## config.mk

```make
export PLATFORM = sky130hd
export DESIGN_NAME = round_sequencer
export DESIGN_NICKNAME = d
export VERILOG_FILES = /design/src/rtl/round_sequencer.sv
export SDC_FILE = /design/constraint.sdc
export NUM_CORES = 1
export LEC_CHECK = 0
export CAP_MARGIN = 15
export CORE_AREA = 10 10 59 80
export CTS_CLUSTER_SIZE = 40
export DETAILED_ROUTE_END_ITERATION = 6
export DIE_AREA = 0 0 69 90
export PLACE_DENSITY = 0.81
export RECOVER_POWER = 25
export SYNTH_ARGS = -nofsm -noshare
export SYNTH_HDL_FRONTEND = slang
export SYNTH_SLANG_ARGS = --single-unit
```

## constraint.sdc

```tcl
create_clock -name clk -period 4.6 [get_ports clk]
set_input_delay 0.92 -clock clk [delete_from_list [all_inputs] [get_ports clk]]
set_output_delay 0.92 -clock clk [all_outputs]
set_load 0.005 [all_outputs]
```

## src/rtl/round_sequencer.sv

```systemverilog
// Sequences the five round steps (par, rot, per, rev, RC) over a run of up to ROUNDS rounds.
// Define ROUND_SEQ_WATCHDOG_EN to build the per-step WAIT watchdog and the sticky err flag.
module round_sequencer #(
    parameter int unsigned ROUNDS = 24,
    parameter int unsigned RW     = 5,
    parameter int unsigned TO_W   = 8
) (
    input  logic          clk,
    input  logic          rst,
    input  logic          start,
    input  logic [RW-1:0] n_rounds,
    input  logic [4:0]    skip_mask,
    input  logic          abort,
    input  logic [4:0]    step_ready,
    output logic [4:0]    step_start,
    output logic [RW-1:0] round_idx,
    output logic          busy,
    output logic          done,
    output logic          err
);

    typedef enum logic [1:0] {StIdle, StIssue, StWait, StDone} state_e;

    state_e        state_q, state_d;
    logic [2:0]    step_q, step_d;
    logic [RW-1:0] round_q, round_d;
    logic [RW-1:0] last_q, last_d;
    logic [4:0]    mask_q, mask_d;
    logic          err_q, err_d;
    logic [4:0]    step_start_q, step_start_d;
    logic          busy_q, busy_d;
    logic          done_q, done_d;

    logic [4:0]    higher;
    logic [RW-1:0] last_req;
    logic          wd_expired;

    function automatic logic [2:0] lowest_idx(logic [4:0] v);
        logic [2:0] idx;
        idx = 3'd0;
        // Scan downwards so the lowest set bit is the last one written.
        for (int i = 4; i >= 0; i--) begin
            if (v[i]) idx = 3'(i);
        end
        return idx;
    endfunction

    always_comb begin
        for (int i = 0; i < 5; i++) begin
            higher[i] = !mask_q[i] && (3'(i) > step_q);
        end
    end

    // Store N-1 rather than N so the terminal compare needs no extra bit.
    always_comb begin
        if (n_rounds == '0 || 32'(n_rounds) > ROUNDS) begin
            last_req = RW'(ROUNDS - 1);
        end else begin
            last_req = n_rounds - 1'b1;
        end
    end

`ifdef ROUND_SEQ_WATCHDOG_EN
    localparam logic [TO_W-1:0] WdLast = TO_W'((1 << TO_W) - 2);

    logic [TO_W-1:0] wd_q, wd_d;

    // wd_q counts completed WAIT cycles; expiry fires on the (2^TO_W-1)th one.
    assign wd_expired = (state_q == StWait) && (wd_q == WdLast);

    always_comb begin
        wd_d = wd_q;
        if (state_q == StIssue) begin
            wd_d = '0;
        end else if (state_q == StWait) begin
            wd_d = wd_q + 1'b1;
        end
    end

    always_ff @(posedge clk or negedge rst) begin
        if (!rst) begin
            wd_q <= '0;
        end else begin
            wd_q <= wd_d;
        end
    end
`else
    logic unused_to_w;
    assign unused_to_w = ^TO_W;
    assign wd_expired  = 1'b0;
`endif

    always_comb begin
        state_d = state_q;
        step_d  = step_q;
        round_d = round_q;
        last_d  = last_q;
        mask_d  = mask_q;
        err_d   = err_q;

        unique case (state_q)
            StIdle: begin
                if (start) begin
                    mask_d  = skip_mask;
                    last_d  = last_req;
                    err_d   = 1'b0;
                    round_d = '0;
                    step_d  = lowest_idx(~skip_mask);
                    state_d = (&skip_mask) ? StDone : StIssue;
                end
            end
            StIssue: begin
                state_d = abort ? StIdle : StWait;
            end
            StWait: begin
                if (abort) begin
                    state_d = StIdle;
                end else if (step_ready[step_q]) begin
                    if (|higher) begin
                        step_d  = lowest_idx(higher);
                        state_d = StIssue;
                    end else if (round_q == last_q) begin
                        state_d = StDone;
                    end else begin
                        round_d = round_q + 1'b1;
                        step_d  = lowest_idx(~mask_q);
                        state_d = StIssue;
                    end
                end else if (wd_expired) begin
                    err_d   = 1'b1;
                    state_d = StIdle;
                end
            end
            StDone: begin
                state_d = StIdle;
            end
            default: begin
                state_d = StIdle;
            end
        endcase

        // Outputs are registered, so derive them from the state being entered.
        step_start_d = (state_d == StIssue) ? (5'b00001 << step_d) : 5'b00000;
        busy_d       = (state_d == StIssue) || (state_d == StWait);
        done_d       = (state_d == StDone);
    end

    always_ff @(posedge clk or negedge rst) begin
        if (!rst) begin
            state_q      <= StIdle;
            step_q       <= 3'd0;
            round_q      <= '0;
            last_q       <= '0;
            mask_q       <= 5'b00000;
            err_q        <= 1'b0;
            step_start_q <= 5'b00000;
            busy_q       <= 1'b0;
            done_q       <= 1'b0;
        end else begin
            state_q      <= state_d;
            step_q       <= step_d;
            round_q      <= round_d;
            last_q       <= last_d;
            mask_q       <= mask_d;
            err_q        <= err_d;
            step_start_q <= step_start_d;
            busy_q       <= busy_d;
            done_q       <= done_d;
        end
    end

    assign step_start = step_start_q;
    assign round_idx  = round_q;
    assign busy       = busy_q;
    assign done       = done_q;
    assign err        = err_q;

endmodule

```

==> metrics.csv, run 1 <==
metric,value,unit
outcome,"finished, final reports clean",
final hold viol count,0,
Skew-Pair Late Insertion Delay,270,ps
critical path capture point type,register,
Post-synth EDFFs,0,
drt first-iter violations,141,
Syn Nets,219,
fmax,370,MHz
Num CTS Buffers,3,
Max Fanout on Critical Path,5,
post-synthesis sequential area ratio,38.7,%
total die area,6210,µm²
area delta synth->final,20.4,%
worst slew pin tran,819,ps
setup_tns,0,ps
multi-input combinational cell area,981,µm²
fin crit period,2700,ps
leakage power,0.874,nW
GRT Total Usage,14.8,%
Synth Area per Inst,8.96,µm²
Ys Warns,0,
clock root buffer,clkbuf_8,
Ports,32,
gp weighted congestion,0.998,
R2R Setup Slk,2240,ps
register bit total from synthesis,27,
grt ovf,0,
Cell Pwr Density,328,nW/µm²
Final Slew Violations,0,
Flop pwr share,47.3,%
Fillers,294,
Setup Crit Path Kind,in2reg,
# H-tree levels,1,
Reg area,676,µm²
core area,3320,µm²
clock buffer depth,2,
die height,90,µm
Synth area leader,dfrtp_1,
CTS Sinks,27,
DRT Pass-1 Iters,4,
via count,1574,
antenna violations before repair,0,
hpwl dp,3670,µm
Synth Flop Type,dfrtp_1,
worst hold path type,reg2reg,
DP Area,2060,µm²
final wirelength,4510,µm
fin nets,248,
Sw Ratio,36.4,%
Critical Path RT,4780,ps
n_diodes,0,
Post-Syn Area,1750,µm²
share of layout cells above drive strength 1,8.97,%
vias in the first global route,1600,
CTS tree,yes,
post-route ant nets,0,
Setup crit start kind,input pin,
routed len/inst,17.1,µm
Pint,439,µW
area share of the largest cell type after synthesis,38.7,%
R2R cell count,7,
"Setup violations, final",0,
Relative slew margins,45.2,%
clk slew on worst S/H paths,100,ps
Finished Cell Area,2100,µm²
Synth cell types,56,
Post-synth ARST share,100,%
# DRC,0,
"Hold-fix buffers, CTS",0,
Vias/cell,5.98,
maxcap violations,0,
WP data arrival,2890,ps
hold path depth,2,
largest cells by area after synthesis,"dfrtp_1, nand2_1, ha_1",
clock share of power,19.8,%
largest net degree at the start of global routing,20,
Mapped Cells,195,
setup bufs post-CTS,0,
die width,69,µm
cell with the most instances after synthesis,dfrtp_1,
Combinational Power Share,32.8,%
Starting Density,52.7,%
Site Rows,25,
port bufs,30,
post-CTS sizing,0,
Worst VDD drop,0.211,mV
commonest cells in the netlist,"dfrtp_1, nand2_1, nor2_1",
first-pass GRT wire length,7860,µm
setup skew after layout,6.20,ps
RSZ-0062 raised after global routing,false,
Tcrit/Tclk final,58.7,%
P_sw,251,µW
-- cell families (layout without fill, tap and decap cells) --
logic type / after synthesis / after routing / synth area share [%]
flops: 27 / 27 / 38.7
compound gates: 51 / 51 / 22.3
mux: 3 / 3 / 1.86
buf+inv: 17 / 45 / 5.23
other cells: 1 / 1 / 0.215
xor+xnor: 9 / 9 / 4.51
simple gates: 82 / 82 / 23.6
fa+ha+maj: 5 / 5 / 3.58
-- registers in the layout, summed over array words and instances, names as in the netlist --
name	cells
round_idx	5
last_q	5
busy	1
state_q	2
done	1
step_q	3
mask_q	5
step_start	5
-- metal layers --
layer  track usage, %  wire length (µm)  vias to the layer above
met3             2.64               136                       15
met4             8.08               162                        0
met5                0                 0                        -
met2             25.8              2340                       49
li1                 -                 -                      757
met1             16.3              1870                      753
-- worst paths after layout --
kind / start / endpoint
max: abort / step_start[2]
min reg2reg: last_q[4] / last_q[4]
min: last_q[4] / last_q[4]
min in group asynchronous: rst / last_q[1]
max in group asynchronous: rst / step_q[0]
max reg2reg: step_q[0] / step_start[2]
-- cells in the final DEF (no fill, tap or decap), types with 2 or more instances in the layout --
cell type	n
a211oi_1	2
a21oi_1	10
a311oi_1	2
a31oi_1	3
and2_1	2
and3_1	2
buf_4	2
clkbuf_8	3
clkdlybuf4s50_1	29
dfrtp_1	27
ha_1	5
inv_1	9
mux2_2	2
nand2_1	25
nand2b_1	4
nand3_1	9
nand4_1	2
nor2_1	14
nor2b_1	3
nor3_1	9
nor3b_1	3
o21a_1	2
o21ai_0	10
o221ai_1	2
o31ai_1	2
or4_1	2
xnor2_1	6
xor2_1	3
-- power groups by stage --
stage	logic, mW	clock network, mW	registers (mW)
after floorplan	0.173	0	0.307
after global placement	0.226	0	0.330
after detailed placement	0.228	0	0.331
after CTS	0.228	0.140	0.327
after global routing	0.255	0.148	0.334
final	0.227	0.137	0.326
-- critical path, cell delays in order --
cell	delay, ps
clkdlybuf4s50_1	560
nor3_1	90
a22oi_2	300
nor2b_1	300
a21oi_1	100
o211ai_2	260
inv_1	110
nor3_1	240
-- layout make-up --
| cell class | count | share of cell area (%) |
|---|---|---|
| multi-input combinational | 151 | 46.6 |
| sequential | 27 | 32.1 |
| timing repair buffer | 32 | 15.0 |
| tap | 40 | 2.38 |
| clock buffer | 3 | 1.96 |
| inverter | 9 | 1.61 |
| clock inverter | 1 | 0.357 |
-- through the flow --
stage	total power [mW]	instances	util (%)	hold WS [ps]	setup WS (ps)
2_1_floorplan	0.481	195	-	470	2320
3_3_place_gp	0.555	259	62.0	485	1660
3_5_place_dp	0.559	259	62.0	497	1650
4_1_cts	0.695	263	63.5	517	1930
5_1_grt	0.737	263	63.5	548	1670
6_report	0.690	263	63.5	513	1900
(Power assumes the default switching activity.)
==> run 2: changes to the inputs <==
--- a/config.mk
+++ b/config.mk
@@ -6,11 +6,11 @@
 export NUM_CORES = 1
 export LEC_CHECK = 0
 export CAP_MARGIN = 15
-export CORE_AREA = 10 10 59 80
+export CORE_AREA = 10 10 60 82
 export CTS_CLUSTER_SIZE = 40
 export DETAILED_ROUTE_END_ITERATION = 6
-export DIE_AREA = 0 0 69 90
-export PLACE_DENSITY = 0.81
+export DIE_AREA = 0 0 70 92
+export PLACE_DENSITY = 0.78
 export RECOVER_POWER = 25
 export SYNTH_ARGS = -nofsm -noshare
 export SYNTH_HDL_FRONTEND = slang
==> constraint.sdc (replaced) <==
create_clock -name clk -period 2.8 [get_ports clk]
set_input_delay 0.56 -clock clk [delete_from_list [all_inputs] [get_ports clk]]
set_output_delay 0.56 -clock clk [all_outputs]
set_load 0.005 [all_outputs]
==> run 2 against run 1 <==
  * Count of clock-buffer cells in the layout is the same
  * Worst setup slack lost 1400 ps
  * Clock power grew 70%
  * Total power grew 67%
  * Wire length shrank 2.1%
  * Utilization shrank 3.0 points
  * Non-clock buffer count grew 3
  * Critical path depth shrank 2
  * Critical endpoint is now round_idx[3]
  * Highest routed layer unchanged
==> metrics.csv, run 2 (same netlist as run 1, synthesis figures left out) <==
metric,value,unit
hold path depth,2,
met2 global-route usage,23.7,%
critical path capture point type,register,
"commonest non-fill, non-tap cell in the layout",clkdlybuf4s50_1,
final wirelength,4420,µm
drt first-iter violations,88,
vias in the first global route,1520,
placed insts,264,
R2R cell count,6,
worst slew pin tran,1420,ps
Vias/cell,5.75,
die width,70,µm
reg2reg start,step_q[1],
# DRC,0,
Setup Crit Path Kind,reg2reg,
met3 GRT Util,2.16,%
hpwl dp,3530,µm
core area,3510,µm²
gp weighted congestion,0.973,
Reg-to-Reg End,round_idx[3],
fin crit period,2270,ps
outcome,"finished, final reports clean",
first-pass GRT wire length,7630,µm
die height,92,µm
max incr delay on CP,600,ps
# H-tree levels,1,
Fillers,328,
Critical Path RT,3010,ps
Sw Ratio,36.7,%
Setup crit start kind,register,
routed len/inst,16.5,µm
met1 usage,17.1,%
setup_tns,0,ps
WP data arrival,2480,ps
maxcap violations,0,
via count,1542,
fmax,441,MHz
antenna violations before repair,0,
CP Depth,6,
Final Slew Violations,0,
worst hold path type,reg2reg,
Relative slew margins,5.46,%
GR peak layer,met2,
largest net degree at the start of global routing,28,
GRT Total Usage,13.9,%
Site Rows,26,
final hold viol count,0,
Max Fanout on Critical Path,13,
port bufs,30,
Hold Startpoint,last_q[4],
CTS tree,yes,
Ports,32,
post-CTS sizing,0,
Tcrit/Tclk final,81.0,%
n_diodes,0,
most frequent cells in the layout,"clkdlybuf4s50_1, dfrtp_1, nand2_1",
CP top delay family,compound AO/OA/AOI/OAI gates,
post-route ant nets,0,
grt ovf,0,
"Setup violations, final",0,
critical-path cell list,"o21ai_1, a211oi_4, a21boi_4, a31oi_4, or4_1, a21oi_1",
"Hold-fix buffers, CTS",0,
Fin Hold WS,520,ps
Cell Pwr Density,543,nW/µm²
setup skew after layout,3.95,ps
total die area,6440,µm²
Num CTS Buffers,3,
CTS Sinks,27,
RSZ-0062 raised after global routing,false,
Worst VDD drop,0.351,mV
Starting Density,49.8,%
Skew-Pair Late Insertion Delay,280,ps
area delta synth->final,21.6,%
Post-Layout Cell Count,268,
clk slew on worst S/H paths,100,ps
DRT Pass-1 Iters,4,
worst hold path endpoint,last_q[4],
leakage power,0.886,nW
clock root buffer,clkbuf_8,
Pint,730,µW
fin nets,251,
clock share of power,20.2,%
Flop pwr share,45.9,%
Combinational Power Share,33.9,%
R2R Setup Slk,530,ps
share of layout cells above drive strength 1,9.73,%
P_sw,424,µW
clock buffer depth,2,
crit path max-delay cell type,dfrtp_1,
Worst Path Buf+Inv,0,
setup bufs post-CTS,0,
==> run 2: cell count changes in the layout (fill, tap and decap cells not counted), sizes merged <==
cell,delta
buf,+2
clkbuf,+1
==> run 2: layer usage <==
| layer | vias up | routed length (µm) |
|---|---|---|
| li1 | 758 | - |
| met1 | 735 | 1890 |
| met2 | 40 | 2230 |
| met3 | 9 | 192 |
| met4 | 0 | 109 |
| met5 | - | 0 |
==> run 2: layout make-up <==
cell class,instances,area [µm²],area share (%)
clock inverter,1,7.51,0.353
clock buffer,3,41.3,1.94
sequential,27,676,31.8
timing repair buffer,35,334,15.7
multi-input combinational,151,981,46.1
tap,42,52.6,2.47
inverter,9,33.8,1.59
==> run 2: worst max path at each step <==
stage	slack, ps	to	from
floorplan	880	round_idx[4]	abort
global placement	300	step_start[3]	step_ready[3]
detailed placement	270	round_idx[3]	step_ready[4]
CTS	550	round_idx[3]	step_q[1]
global route	290	step_start[0]	step_q[0]
finish	530	round_idx[3]	step_q[1]
==> run 2: power by group through the flow <==
stage | clock network [mW] | registers, mW | logic (mW)
after floorplan | 0 | 0.505 | 0.285
after global placement | 0 | 0.538 | 0.387
after detailed placement | 0 | 0.537 | 0.392
after CTS | 0.240 | 0.529 | 0.395
after global routing | 0.252 | 0.539 | 0.438
final | 0.233 | 0.529 | 0.391
==> run 2: through the flow <==
stage / utilization, % / power (mW) / area, µm² / setup WS, ps
floorplan: - / 0.789 / 1750 / 883
global placement: 59.2 / 0.924 / 2080 / 295
detailed placement: 59.2 / 0.930 / 2080 / 273
CTS: 60.6 / 1.16 / 2130 / 545
global route: 60.5 / 1.23 / 2130 / 291
finish: 60.5 / 1.15 / 2130 / 533
==> run 2: worst min-delay path, cell delays in order (launching register included) <==
cell     delay, ps
dfrtp_1        380
nand2_1         50
o21ai_0         60
==> run 3: changes to the inputs <==
==> constraint.sdc (replaced) <==
create_clock -name clk -period 2.1 [get_ports clk]
set_input_delay 0.42 -clock clk [delete_from_list [all_inputs] [get_ports clk]]
set_output_delay 0.42 -clock clk [all_outputs]
set_load 0.005 [all_outputs]
==> run 3 against run 2 <==
  * First-iteration DRC count increased by 49%
  * Count of clock-buffer cells in the layout unchanged
  * Combinational power increased by 88%
  * Non-clock buffer count increased by 36
==> metrics.csv, run 3 (same netlist as run 1, synthesis figures left out) <==
metric,value,unit
outcome,"finished, final reports clean",
Cell Pwr Density,690,nW/µm²
max incr delay on CP,400,ps
# DRC,0,
fin util,71.3,%
GRT Total Usage,15.8,%
final total power,1.73,mW
fin nets,287,
RSZ-0062 raised after global routing,true,
grt ovf,0,
crit path max-delay cell type,clkdlybuf4s50_1,
clock root buffer,clkbuf_8,
most frequent cells in the layout,"buf_4, clkdlybuf4s50_1, nand2_1",
final wirelength,5210,µm
Ports,32,
Fillers,265,
setup skew after layout,5.82,ps
largest net degree at the start of global routing,28,
antenna violations before repair,0,
area delta synth->final,43.2,%
die width,70,µm
maxcap violations,0,
leakage power,1.12,nW
n_diodes,0,
port bufs,30,
hpwl dp,4110,µm
"Setup violations, final",0,
final hold viol count,0,
routed len/inst,17.1,µm
first-pass GRT wire length,8580,µm
Max Fanout on Critical Path,4,
fmax,483,MHz
# H-tree levels,1,
Setup Crit Path Kind,in2reg,
critical path capture point type,register,
Vias/cell,5.73,
Tcrit/Tclk final,98.5,%
Starting Density,49.8,%
Skew-Pair Late Insertion Delay,280,ps
"commonest non-fill, non-tap cell in the layout",buf_4,
Finished Cell Area,2500,µm²
fin crit period,2070,ps
worst slew pin tran,694,ps
DP Area,2320,µm²
CTS tree,yes,
core area,3510,µm²
clock buffer depth,2,
hold path depth,2,
Critical Path RT,2280,ps
gp weighted congestion,0.933,
vias in the first global route,1779,
WP data arrival,2250,ps
Relative slew margins,53.7,%
Worst VDD drop,0.523,mV
Final Slew Violations,0,
post-route ant nets,0,
total die area,6440,µm²
drt first-iter violations,131,
via count,1743,
die height,92,µm
critical-path cell list,"clkdlybuf4s50_1, mux2_4, a22oi_2, buf_4, a311oi_1, o221ai_2, nand2_1, and4_1",
share of layout cells above drive strength 1,28.6,%
Setup crit start kind,input pin,
CTS Sinks,27,
clk slew on worst S/H paths,100,ps
Site Rows,26,
Num CTS Buffers,3,
DRT Pass-1 Iters,4,
R2R cell count,7,
worst hold path type,reg2reg,
run 3: metrics by stage:
step	setup slack, ps	TNS [ps]	std cells	hold slack (ps)
floorplan	225	0	195	124
global placement	-321	-2510	296	530
detailed placement	-326	-2740	296	542
CTS	12.7	0	300	528
global route	-30.5	-55.6	304	599
finish	30.5	0	304	553
run 3: worst paths after layout:
path,from,to,slack [ps]
setup / recovery,step_ready[2],step_start[4],30
hold / removal,last_q[4],last_q[4],550
setup reg to reg,step_q[0],step_start[4],50
hold reg to reg,last_q[4],last_q[4],550
max in group asynchronous,rst,step_q[1],900
min in group asynchronous,rst,mask_q[2],720
run 3: worst max-delay path, delay by kind of cell:
kind / cells / cell delay [ps]
AND/OR/NAND/NOR: 2 / 350
buffers and inverters: 2 / 570
multiplexers: 1 / 290
AO/OA/AOI/OAI: 3 / 610
run 3: timing repair:
action,CTS,global route
setup buffers,0,4
hold buffers,0,0
cloned,0,0
pin swaps,1,14
gates resized for setup,4,26
endpoints found under the setup margin,2,8
run 3: report_power, final:
part / internal [mW] / switching (mW) / total, mW
registers: 0.602 / 0.0858 / 0.688
logic: 0.357 / 0.378 / 0.735
clock network: 0.133 / 0.171 / 0.304
run 3: per-layer routing:
layer | part of all wire, % | routed length (µm) | global-route usage (%)
met2 | 53 | 2740 | 28.5
met5 | 0 | 0 | 0
met1 | 40 | 2100 | 18.1
met3 | 4.9 | 255 | 2.16
met4 | 2.2 | 115 | 6.60
run 3: final cells by class:
| type | instances | area, µm² | area share (%) |
|---|---|---|---|
| inverters | 9 | 33.8 | 1.35 |
| multi-input cells | 151 | 1070 | 42.9 |
| flip-flops and latches | 27 | 679 | 27.1 |
| clock buffers | 3 | 41.3 | 1.65 |
| clock inverters | 1 | 5.00 | 0.200 |
| repair buffers | 71 | 617 | 24.6 |
| well taps | 42 | 52.6 | 2.10 |
